**config.mk**
```make
export PLATFORM = sky130hd
export DESIGN_NAME = final_layer_ctrl
export DESIGN_NICKNAME = d
export VERILOG_FILES = /design/src/rtl/nn_parameters.sv /design/src/rtl/class_debounce.sv /design/src/rtl/final_layer_ctrl.sv
export SDC_FILE = /design/constraint.sdc
export NUM_CORES = 1
export LEC_CHECK = 0
export ABC_AREA = 1
export BUFFER_PORTS_ARGS = -buffer_cell sky130_fd_sc_hd__buf_2
export CAP_MARGIN = 20
export CORE_MARGIN = 1
export CORE_UTILIZATION = 38
export DETAILED_ROUTE_END_ITERATION = 16
export SYNTH_ARGS = -nofsm -noshare
export SYNTH_HDL_FRONTEND = slang
export SYNTH_SLANG_ARGS = --single-unit
```
**constraint.sdc**
```tcl
create_clock -name clk -period 1.7 [get_ports clk]
set_input_delay 0.17 -clock clk [delete_from_list [all_inputs] [get_ports clk]]
set_output_delay 0.17 -clock clk [all_outputs]
set_load 0.02 [all_outputs]
```
**src/rtl/nn_parameters.sv**
```systemverilog
// ============================================================================
// Package : nn_parameters
// Purpose : Shared sizing constants and types for the keyword-spotting
//           network datapath. The final-layer sequencer takes its
//           frame/score geometry, final_layer latency and debounce depth
//           from here.
// Contents: OUT_SIZE_4, SCORE_W, CLASS_W, FINAL_LAT, STABLE_CNT, RUN_W,
//           score_vec_t (packed OUT_SIZE_4 x SCORE_W signed vector),
//           sat_inc() saturating run-length increment.
// Revision: 1.0 - initial release
// ============================================================================
`default_nettype none

package nn_parameters;

  localparam int OUT_SIZE_4 = 3;   // scores per frame (final_layer width)
  localparam int SCORE_W    = 32;  // signed score width
  localparam int CLASS_W    = 2;   // class index width
  localparam int FINAL_LAT  = 2;   // final_layer input-to-output cycles
  localparam int STABLE_CNT = 3;   // identical results needed for stable
  localparam int RUN_W      = 4;   // run counter width, holds up to 15

  typedef logic signed [OUT_SIZE_4-1:0][SCORE_W-1:0] score_vec_t;

  // Increment that sticks at lim instead of wrapping.
  function automatic logic [RUN_W-1:0] sat_inc(input logic [RUN_W-1:0] v,
                                               input logic [RUN_W-1:0] lim);
    return (v >= lim) ? lim : v + RUN_W'(1);
  endfunction

endpackage

`default_nettype wire

```
**src/rtl/class_debounce.sv**
```systemverilog
// ============================================================================
// Module  : class_debounce
// Purpose : Tracks how many consecutive sampled classes were identical and
//           publishes a "stable" class once a run reaches STABLE_CNT. The
//           stable output is sticky: it only changes when another class
//           completes a full run, and only reset clears it.
// Ports   : clk, rst          - clock, synchronous active-high reset
//           sample_i          - one-cycle strobe, class_i is a new result
//           class_i           - sampled class value
//           stable_class_o    - debounced class
//           stable_valid_o    - a run of STABLE_CNT has been seen
// Revision: 1.0 - initial release
// ============================================================================
`default_nettype none

module class_debounce
  import nn_parameters::*;
#(
  parameter int CLASS_W    = nn_parameters::CLASS_W,
  parameter int STABLE_CNT = nn_parameters::STABLE_CNT
) (
  input  logic               clk,
  input  logic               rst,
  input  logic               sample_i,
  input  logic [CLASS_W-1:0] class_i,
  output logic [CLASS_W-1:0] stable_class_o,
  output logic               stable_valid_o
);

  localparam logic [RUN_W-1:0] STABLE_LIM = RUN_W'(STABLE_CNT);

  logic [RUN_W-1:0]   run_cnt_q,      run_cnt_d;
  logic [CLASS_W-1:0] prev_class_q,   prev_class_d;
  logic [CLASS_W-1:0] stable_class_q, stable_class_d;
  logic               stable_valid_q, stable_valid_d;

  always_comb begin
    run_cnt_d      = run_cnt_q;
    prev_class_d   = prev_class_q;
    stable_class_d = stable_class_q;
    stable_valid_d = stable_valid_q;
    if (sample_i) begin
      // run_cnt==0 means no history yet, so a class matching the reset
      // value of prev_class must still start a fresh run.
      if ((class_i == prev_class_q) && (run_cnt_q != '0)) begin
        run_cnt_d = sat_inc(run_cnt_q, STABLE_LIM);
      end else begin
        run_cnt_d    = RUN_W'(1);
        prev_class_d = class_i;
      end
      if (run_cnt_d == STABLE_LIM) begin
        stable_class_d = class_i;
        stable_valid_d = 1'b1;
      end
    end
  end

  always_ff @(posedge clk) begin
    if (rst) begin
      run_cnt_q      <= '0;
      prev_class_q   <= '0;
      stable_class_q <= '0;
      stable_valid_q <= 1'b0;
    end else begin
      run_cnt_q      <= run_cnt_d;
      prev_class_q   <= prev_class_d;
      stable_class_q <= stable_class_d;
      stable_valid_q <= stable_valid_d;
    end
  end

  assign stable_class_o = stable_class_q;
  assign stable_valid_o = stable_valid_q;

endmodule

`default_nettype wire

```
**src/rtl/final_layer_ctrl.sv**
```systemverilog
// ============================================================================
// Module  : final_layer_ctrl
// Purpose : Sequencer in front of final_layer. Gathers OUT_SIZE_4 score
//           beats into a frozen parallel vector, waits FINAL_LAT cycles for
//           final_layer to settle, samples its class, and strobes the
//           result. Frames whose length does not match OUT_SIZE_4 are
//           dropped with an err_len pulse. A debouncer publishes a stable
//           class for downstream keyword decisions.
// Ports   : clk, rst                       - clock, sync active-high reset
//           in_score/in_valid/in_last/in_ready - layer-4 score stream
//           vec_out                        - vector to final_layer
//           cls_in                         - final_layer class output
//           result_class/result_valid      - per-frame result + strobe
//           stable_class/stable_valid      - debounced class
//           err_len                        - malformed-frame strobe
//           busy                           - not accepting beats
// Revision: 1.0 - initial release
// ============================================================================
`default_nettype none

module final_layer_ctrl
  import nn_parameters::*;
#(
  parameter int OUT_SIZE_4 = nn_parameters::OUT_SIZE_4,
  parameter int SCORE_W    = nn_parameters::SCORE_W,
  parameter int CLASS_W    = nn_parameters::CLASS_W,
  parameter int FINAL_LAT  = nn_parameters::FINAL_LAT,
  parameter int STABLE_CNT = nn_parameters::STABLE_CNT
) (
  input  logic                                   clk,
  input  logic                                   rst,
  input  logic signed [SCORE_W-1:0]              in_score,
  input  logic                                   in_valid,
  input  logic                                   in_last,
  output logic                                   in_ready,
  output logic signed [OUT_SIZE_4-1:0][SCORE_W-1:0] vec_out,
  input  logic [CLASS_W-1:0]                     cls_in,
  output logic [CLASS_W-1:0]                     result_class,
  output logic                                   result_valid,
  output logic [CLASS_W-1:0]                     stable_class,
  output logic                                   stable_valid,
  output logic                                   err_len,
  output logic                                   busy
);

  localparam int IDX_W  = (OUT_SIZE_4 > 1) ? $clog2(OUT_SIZE_4) : 1;
  localparam int WAIT_W = (FINAL_LAT > 1) ? $clog2(FINAL_LAT) : 1;
  localparam logic [IDX_W-1:0]  IDX_LAST  = IDX_W'(OUT_SIZE_4 - 1);
  localparam logic [WAIT_W-1:0] WAIT_LAST = WAIT_W'((FINAL_LAT > 0) ? FINAL_LAT - 1 : 0);

  typedef enum logic [1:0] {
    ST_COLLECT = 2'd0,
    ST_WAIT    = 2'd1,
    ST_SAMPLE  = 2'd2
  } state_t;

  state_t                                   state_q, state_d;
  logic [IDX_W-1:0]                         idx_q, idx_d;
  logic [WAIT_W-1:0]                        wait_cnt_q, wait_cnt_d;
  logic signed [OUT_SIZE_4-1:0][SCORE_W-1:0] vec_q, vec_d;
  logic [CLASS_W-1:0]                       result_class_q, result_class_d;
  logic                                     result_valid_q, result_valid_d;
  logic                                     err_len_q, err_len_d;
  logic                                     accept;
  logic                                     wr_en;
  logic                                     sample;

  assign accept = in_valid && (state_q == ST_COLLECT);

  always_comb begin
    state_d        = state_q;
    idx_d          = idx_q;
    wait_cnt_d     = wait_cnt_q;
    result_class_d = result_class_q;
    result_valid_d = 1'b0;
    err_len_d      = 1'b0;
    wr_en          = 1'b0;
    sample         = 1'b0;

    unique case (state_q)
      ST_COLLECT: begin
        if (accept) begin
          // Every accepted beat lands in the vector, including the beat that
          // reveals a length error; a dropped frame's contents are don't-care.
          wr_en = 1'b1;
          if ((idx_q == IDX_LAST) && in_last) begin
            idx_d      = '0;
            wait_cnt_d = '0;
            state_d    = (FINAL_LAT == 0) ? ST_SAMPLE : ST_WAIT;
          end else if ((idx_q != IDX_LAST) && !in_last) begin
            idx_d = idx_q + IDX_W'(1);
          end else begin
            err_len_d = 1'b1;
            idx_d     = '0;
          end
        end
      end
      ST_WAIT: begin
        wait_cnt_d = wait_cnt_q + WAIT_W'(1);
        if (wait_cnt_q == WAIT_LAST) begin
          state_d = ST_SAMPLE;
        end
      end
      ST_SAMPLE: begin
        sample         = 1'b1;
        result_class_d = cls_in;
        result_valid_d = 1'b1;
        state_d        = ST_COLLECT;
      end
      default: begin
        state_d = ST_COLLECT;
      end
    endcase
  end

  always_comb begin
    vec_d = vec_q;
    for (int k = 0; k < OUT_SIZE_4; k++) begin
      if (wr_en && (idx_q == IDX_W'(k))) begin
        vec_d[k] = in_score;
      end
    end
  end

  always_ff @(posedge clk) begin
    if (rst) begin
      state_q        <= ST_COLLECT;
      idx_q          <= '0;
      wait_cnt_q     <= '0;
      vec_q          <= '0;
      result_class_q <= '0;
      result_valid_q <= 1'b0;
      err_len_q      <= 1'b0;
    end else begin
      state_q        <= state_d;
      idx_q          <= idx_d;
      wait_cnt_q     <= wait_cnt_d;
      vec_q          <= vec_d;
      result_class_q <= result_class_d;
      result_valid_q <= result_valid_d;
      err_len_q      <= err_len_d;
    end
  end

  class_debounce #(
    .CLASS_W    (CLASS_W),
    .STABLE_CNT (STABLE_CNT)
  ) u_debounce (
    .clk            (clk),
    .rst            (rst),
    .sample_i       (sample),
    .class_i        (cls_in),
    .stable_class_o (stable_class),
    .stable_valid_o (stable_valid)
  );

  assign in_ready     = (state_q == ST_COLLECT);
  assign busy         = (state_q != ST_COLLECT);
  assign vec_out      = vec_q;
  assign result_class = result_class_q;
  assign result_valid = result_valid_q;
  assign err_len      = err_len_q;

endmodule

`default_nettype wire

```
Word-level counts from Yosys, hierarchy flattened
Index checks and enable logic that the tools add are counted.
{ "op_classes": {"addsub": 3, "order_cmp": 1, "n_eq_ne": 10, "muxes": 16, "bitwise_logic": 3, "n_reduce_logical": 19} }
{ "ops": {"columns": ["op", "n"], "rows": [
  ["4-bit two-way mux", 3],
  ["2-bit two-way mux", 5],
  ["1-bit logical AND", 7],
  ["1-bit two-way mux", 6],
  ["2-bit AND reduction", 3],
  ["3-bit AND reduction", 2],
  ["4-bit by 1-bit adder with 4-bit output, second input constant", 1],
  ["2-bit by 1-bit == test with 1-bit output, second input constant", 2],
  ["2-bit == test, second input constant", 2],
  ["4-bit by 2-bit == test with 1-bit output, second input constant", 1],
  ["4-bit by 2-bit >= comparator with 1-bit output, second input constant", 1],
  ["2-bit logical NOT", 2],
  ["2-bit by 1-bit != test with 1-bit output, second input constant", 2],
  ["2-bit != test, second input constant", 2],
  ["2-bit case mux with 2 select lines", 1],
  ["2-bit nonzero test", 2],
  ["4-bit nonzero test", 1],
  ["4-bit OR reduction", 1],
  ["1-bit NOT", 3],
  ["2-bit by 1-bit adder with 2-bit output, second input constant", 1],
  ["2-bit == test", 1],
  ["1-bit case mux with 2 select lines", 1],
  ["1-bit adder, second input constant", 1],
  ["1-bit logical NOT", 1]
]} }
{ "word_totals": {"register_bits": 114, "inputBits": 38, "out_inout_bits": 105, "wordCells": 65} }

Logic depth before layout (Yosys ltp)
{ "depth": {"depth_word": 6, "mapped_depth": 9, "depth_no_buf": 9} }

By module
Synthesis repeated with hierarchy kept, for this count alone.
{ "unflattened": {"hier_cells": 730, "hier_area_um2": 4858.4} }
{ "by_module_without_submodules": {"columns": ["mod", "instances", "cells_per_inst", "area_each_um2", "seq_area_each_um2"], "rows": [
  ["final_layer_ctrl", 1, 662, 4371.7, 2102.0],
  ["class_debounce", 1, 68, 486.7, 180.2]
]} }

Least setup slack after synthesis
No wires, ideal clock.
{ "synth_path": {"path_kind": "reg2reg", "from": "register state_q[1]", "to": "register vec_q (netlist bit vec_out[76])", "setup_time_ps": 71, "t_arrival_ps": 1334, "t_required_ps": 1629, "path_slack_ps": 295, "path_stages_with_launch": 8, "n_path_buf": 2, "synth_period_minus_slack_ps": 1405, "cell_sequence": "dfxtp_1 nor2_2 inv_2 nor2_8 buf_6 buf_6 nand3_1 a21oi_1"} }
{ "synth_via": {"elab_chain_len": 5} }
{ "synth_rtl": {"columns": ["element", "line_no", "rtl"], "rows": [
  ["start: declaration", "final_layer_ctrl.sv:57", "state_t state_q, state_d;"],
  ["start signal: assignment", "final_layer_ctrl.sv:135", "state_q <= state_d;"],
  ["2-bit logical NOT *", null, null],
  ["via in_ready", "final_layer_ctrl.sv:35", "output logic in_ready,"],
  ["1-bit logical AND", "final_layer_ctrl.sv:68", "assign accept = in_valid && (state_q == ST_COLLECT);"],
  ["1-bit two-way mux", "final_layer_ctrl.sv:82", "if (accept) begin"],
  ["1-bit two-way mux *", "final_layer_ctrl.sv:80", "unique case (state_q)"],
  ["1-bit logical AND *", "final_layer_ctrl.sv:119", "if (wr_en && (idx_q == IDX_W'(k))) begin"],
  ["end signal: assignment", "final_layer_ctrl.sv:138", "vec_q <= vec_d;"],
  ["end: declaration", "final_layer_ctrl.sv:60", "logic signed [OUT_SIZE_4-1:0][SCORE_W-1:0] vec_q, vec_d;"]
]} }
Mark *: on every way through the listed nets, which the timed path passes. The rest lies on a longest branch.
A chain may end at the register's enable or synchronous reset.

Final worst setup path
{ "layout_path": {"from": "register state_q[0]", "to": "register vec_q (netlist bit vec_out[36])"} }
{ "layout_via": {"elab_chain_len": 5} }
{ "layout_rtl": {"columns": ["element", "line_no"], "rows": [
  ["2-bit logical NOT *", "final_layer_ctrl.sv:68, final_layer_ctrl.sv:80"],
  ["1-bit logical AND", "final_layer_ctrl.sv:68"],
  ["1-bit two-way mux", "final_layer_ctrl.sv:82"],
  ["1-bit two-way mux *", "final_layer_ctrl.sv:80"],
  ["1-bit logical AND *", "final_layer_ctrl.sv:119"]
]} }
Every way passes the cells marked *; elsewhere a longest branch is shown, timed or not.

==> impl_metrics.env <==
export IMPL_dieHeight_um=108
export IMPL_fin_ws_ns=0.192
export IMPL_net_switching_power_w=0.00171
export IMPL_syn_inst=536
export IMPL_clk_pin_slew_ns=0.05
export IMPL_finalHoldViolCount=0
export IMPL_grt_pass1_wl_mm=19.1
export IMPL_ys_ff_latch=114
export IMPL_dpl_instance_area_sq_um=5100
export IMPL_portBuffers=142
export IMPL_cp_start_kind="flip-flop"
export IMPL_slowest_stage="buf_4"
export IMPL_postCtsSetupBuffers=0
export IMPL_holdPathEnd="err_len$_SDFF_PP0_"
export IMPL_cts_tree="done"
export IMPL_yosys_warnings=0
export IMPL_crit_path_max_incr_delay_ns=0.39
export IMPL_wire_per_inst_um=14.3
export IMPL_worst_pin_slew_ns=0.400
export IMPL_start_util_pct=39.3
export IMPL_whs_path_depth=4
export IMPL_syn_to_final_growth_pct=40.3
export IMPL_crit_type="flip-flop to flip-flop"
export IMPL_rsz0062_at_grt="no"
export IMPL_clock_root_buffer="clkbuf_8"
export IMPL_avgSynthCellArea_sq_um=7.99
export IMPL_cts_buffer_depth=2
export IMPL_path_cells="nor2_2 > inv_2 > nor2_8 > buf_4 > nand3_1 > a21oi_1"
export IMPL_clock_latency_ns=0.51
export IMPL_ys_types=20
export IMPL_cap_violations=0
export IMPL_r2r_slack_ns=0.19
export IMPL_yosysTopAreaCellShare_pct=53.3
export IMPL_required_ns=2.13
export IMPL_clock_skew_final_ns=0.0103
export IMPL_power_w=0.00689
export IMPL_h_tree_depth=4
export IMPL_busiest_layer="met2"
export IMPL_post_place_ws_ns=0.218
export IMPL_finalSetupViolCount=0
export IMPL_max_freq_mhz=663
export IMPL_dp_hpwl_mm=7.93
export IMPL_report_final_slew_viol_count=0
export IMPL_fin_crit_ns=1.51
export IMPL_numCtsBuffers=17
export IMPL_grt_use_met3_pct=5.97
export IMPL_rr_startpoint="state_q[0]$_SDFFE_PP0P_"
export IMPL_r2r_end="vec_out[36]$_SDFFE_PP0P_"
export IMPL_nets=749
export IMPL_internal_power_w=0.00518
export IMPL_grt_pass1_vias=3937
export IMPL_min_path_type="input pin to flip-flop"
export IMPL_synth_top_cell_by_area="dfxtp_1"
export IMPL_coreArea_sq_um=10900
export IMPL_drive_gt1_share_pct=26.5
export IMPL_io_pins=143
export IMPL_p_seq_share_pct=41.1
export IMPL_synth_area_sq_um=4280
export IMPL_drc=0
export IMPL_grt_max_degree=68
export IMPL_hold_start="in_last"
export IMPL_fin_crit_sh_pct=88.7
export IMPL_cp_max_fo=42
export IMPL_die_w_um=108
export IMPL_timing_setup_tns_ns=0
export IMPL_grtUsageMet1_pct=27.3
export IMPL_synth_nets=579
export IMPL_power_density_nw_per_um2=1150
export IMPL_end_kind="flip-flop"
export IMPL_swShare_pct=24.8
export IMPL_dr_pass1_iters=5
export IMPL_slew_headroom_pct=73.3
export IMPL_diodes=0
export IMPL_holdWs_ns=0.0335
export IMPL_grtUsageTotal_pct=21.4
export IMPL_met2_usage_pct=34.2
export IMPL_combPwrFrac_pct=11.7
export IMPL_yosysSeqAreaShare_pct=53.3
export IMPL_grt_overflow_total=0
export IMPL_power_share_clock_pct=47.1
export IMPL_p_leak_nw=2.62
export IMPL_status="complete, no violations"
export IMPL_synth_area_leaders="dfxtp_1, a21oi_1, nand3_1"
export IMPL_r2r_cells=6
export IMPL_drt_initial_drc_count=211
export IMPL_stdcell_area_sq_um=6010
export IMPL_cts_sinks=114
export IMPL_place_congestion=0.782
export IMPL_worst_ep_arrival_time_ns=1.94
export IMPL_vias=4240
export IMPL_cts_resized=0
export IMPL_antenna_found_initial=0
export IMPL_ir_drop_v=0.000635
export IMPL_routed_wl_mm=12.3
export IMPL_die_area_sq_um=11700
export IMPL_viasPerCell=4.94
export IMPL_rows=38
export IMPL_drtAntennaViolNets=0
[logic make-up after synthesis]
logic type,share of synthesized area (%)
flops,53.3
buf+inv,6.87
simple gates,24.6
xor+xnor,0.205
fa+ha+maj,1.46
compound gates,13.6
[worst max path at each step]
stage,startpoint,end,cells after the start
2_1_floorplan,state_q[1]$_SDFFE_PP0P_,vec_out[76]$_SDFFE_PP0P_,7
3_3_place_gp,idx_q[0]$_SDFFE_PP0P_,vec_out[70]$_SDFFE_PP0P_,6
3_5_place_dp,idx_q[0]$_SDFFE_PP0P_,vec_out[72]$_SDFFE_PP0P_,6
4_1_cts,idx_q[0]$_SDFFE_PP0P_,vec_out[93]$_SDFFE_PP0P_,6
5_1_grt,state_q[0]$_SDFFE_PP0P_,vec_out[93]$_SDFFE_PP0P_,7
6_report,state_q[0]$_SDFFE_PP0P_,vec_out[36]$_SDFFE_PP0P_,6
[sequential cells by signal (all words and copies together), names as in the netlist, 2 cells and up]
| signal | flops |
|---|---|
| u_debounce.stable_class_o | 2 |
| u_debounce.run_cnt_q | 4 |
| u_debounce.prev_class_q | 2 |
| result_class | 2 |
| state_q | 2 |
| vec_out | 96 |
| idx_q | 2 |
[worst max-delay path: cells and delay by family (launching register included)]
kind	cells	cell delay, ns
AO/OA/AOI/OAI	1	0.18
buffers and inverters	2	0.48
flip-flops	1	0.36
AND/OR/NAND/NOR	3	0.41
[power groups by stage]
stage / clock, W / sequential (W) / combinational [W]
floorplan: 0 / 0.00301 / 0.000344
global placement: 0 / 0.00289 / 0.000739
detailed placement: 0 / 0.00289 / 0.000746
CTS: 0.00332 / 0.00284 / 0.000814
global route: 0.00344 / 0.00285 / 0.000885
finish: 0.00325 / 0.00284 / 0.000809
[layout make-up]
type | count | area [sq um]
fill | 1042 | 4880
sequential | 114 | 2280
multi-input combinational | 358 | 1710
timing repair buffer | 194 | 1220
clock buffer | 26 | 498
tap | 140 | 175
inverter | 21 | 78.8
clock inverter | 5 | 50.0
[Yosys cell counts, drive strengths merged]
cell / number
xnor2: 1
ha: 5
nand4: 3
a211oi: 3
o21ai: 2
nor4: 2
a21oi: 108
o31ai: 1
nor2: 18
buf: 24
nand2: 113
inv: 21
clkbuf: 19
dfxtp: 114
nand3: 102
[repair_timing]
action / in CTS / in global routing
hold buffers: 36 / 0
endpoints found under the setup margin: 0 / 0
endpoints found under the hold margin: 105 / 0
[per-stage QoR]
step	std cells	utilization (%)
floorplan	536	-
global placement	791	46.9
detailed placement	791	46.9
CTS	858	55.2
global route	858	55.2
finish	858	55.2
[cell usage in the layout (no fill, tap or decap)]
| cell | count |
|---|---|
| dlygate4sd3_1 | 36 |
| dfxtp_1 | 114 |
| o21ai_0 | 2 |
| buf_2 | 141 |
| ha_1 | 5 |
| nor4_1 | 2 |
| inv_1 | 19 |
| nor2_2 | 2 |
| clkbuf_8 | 6 |
| nand2_1 | 113 |
| nor2_8 | 1 |
| inv_2 | 2 |
| clkinv_2 | 4 |
| clkbuf_16 | 16 |
| buf_4 | 15 |
| nand4_1 | 3 |
| xnor2_1 | 1 |
| o31ai_1 | 1 |
| bufinv_16 | 1 |
| buf_12 | 2 |
| clkbuf_1 | 4 |
| nor2_1 | 15 |
| a21oi_1 | 108 |
| a211oi_1 | 3 |
| nand3_1 | 102 |
[metal layers]
layer / wire [um] / part of all wire, %
met1: 5440 / 44
met2: 5960 / 49
met3: 693 / 5.7
met4: 155 / 1.3
met5: 0 / 0
No activity file was read; power rests on OpenSTA's default activity.
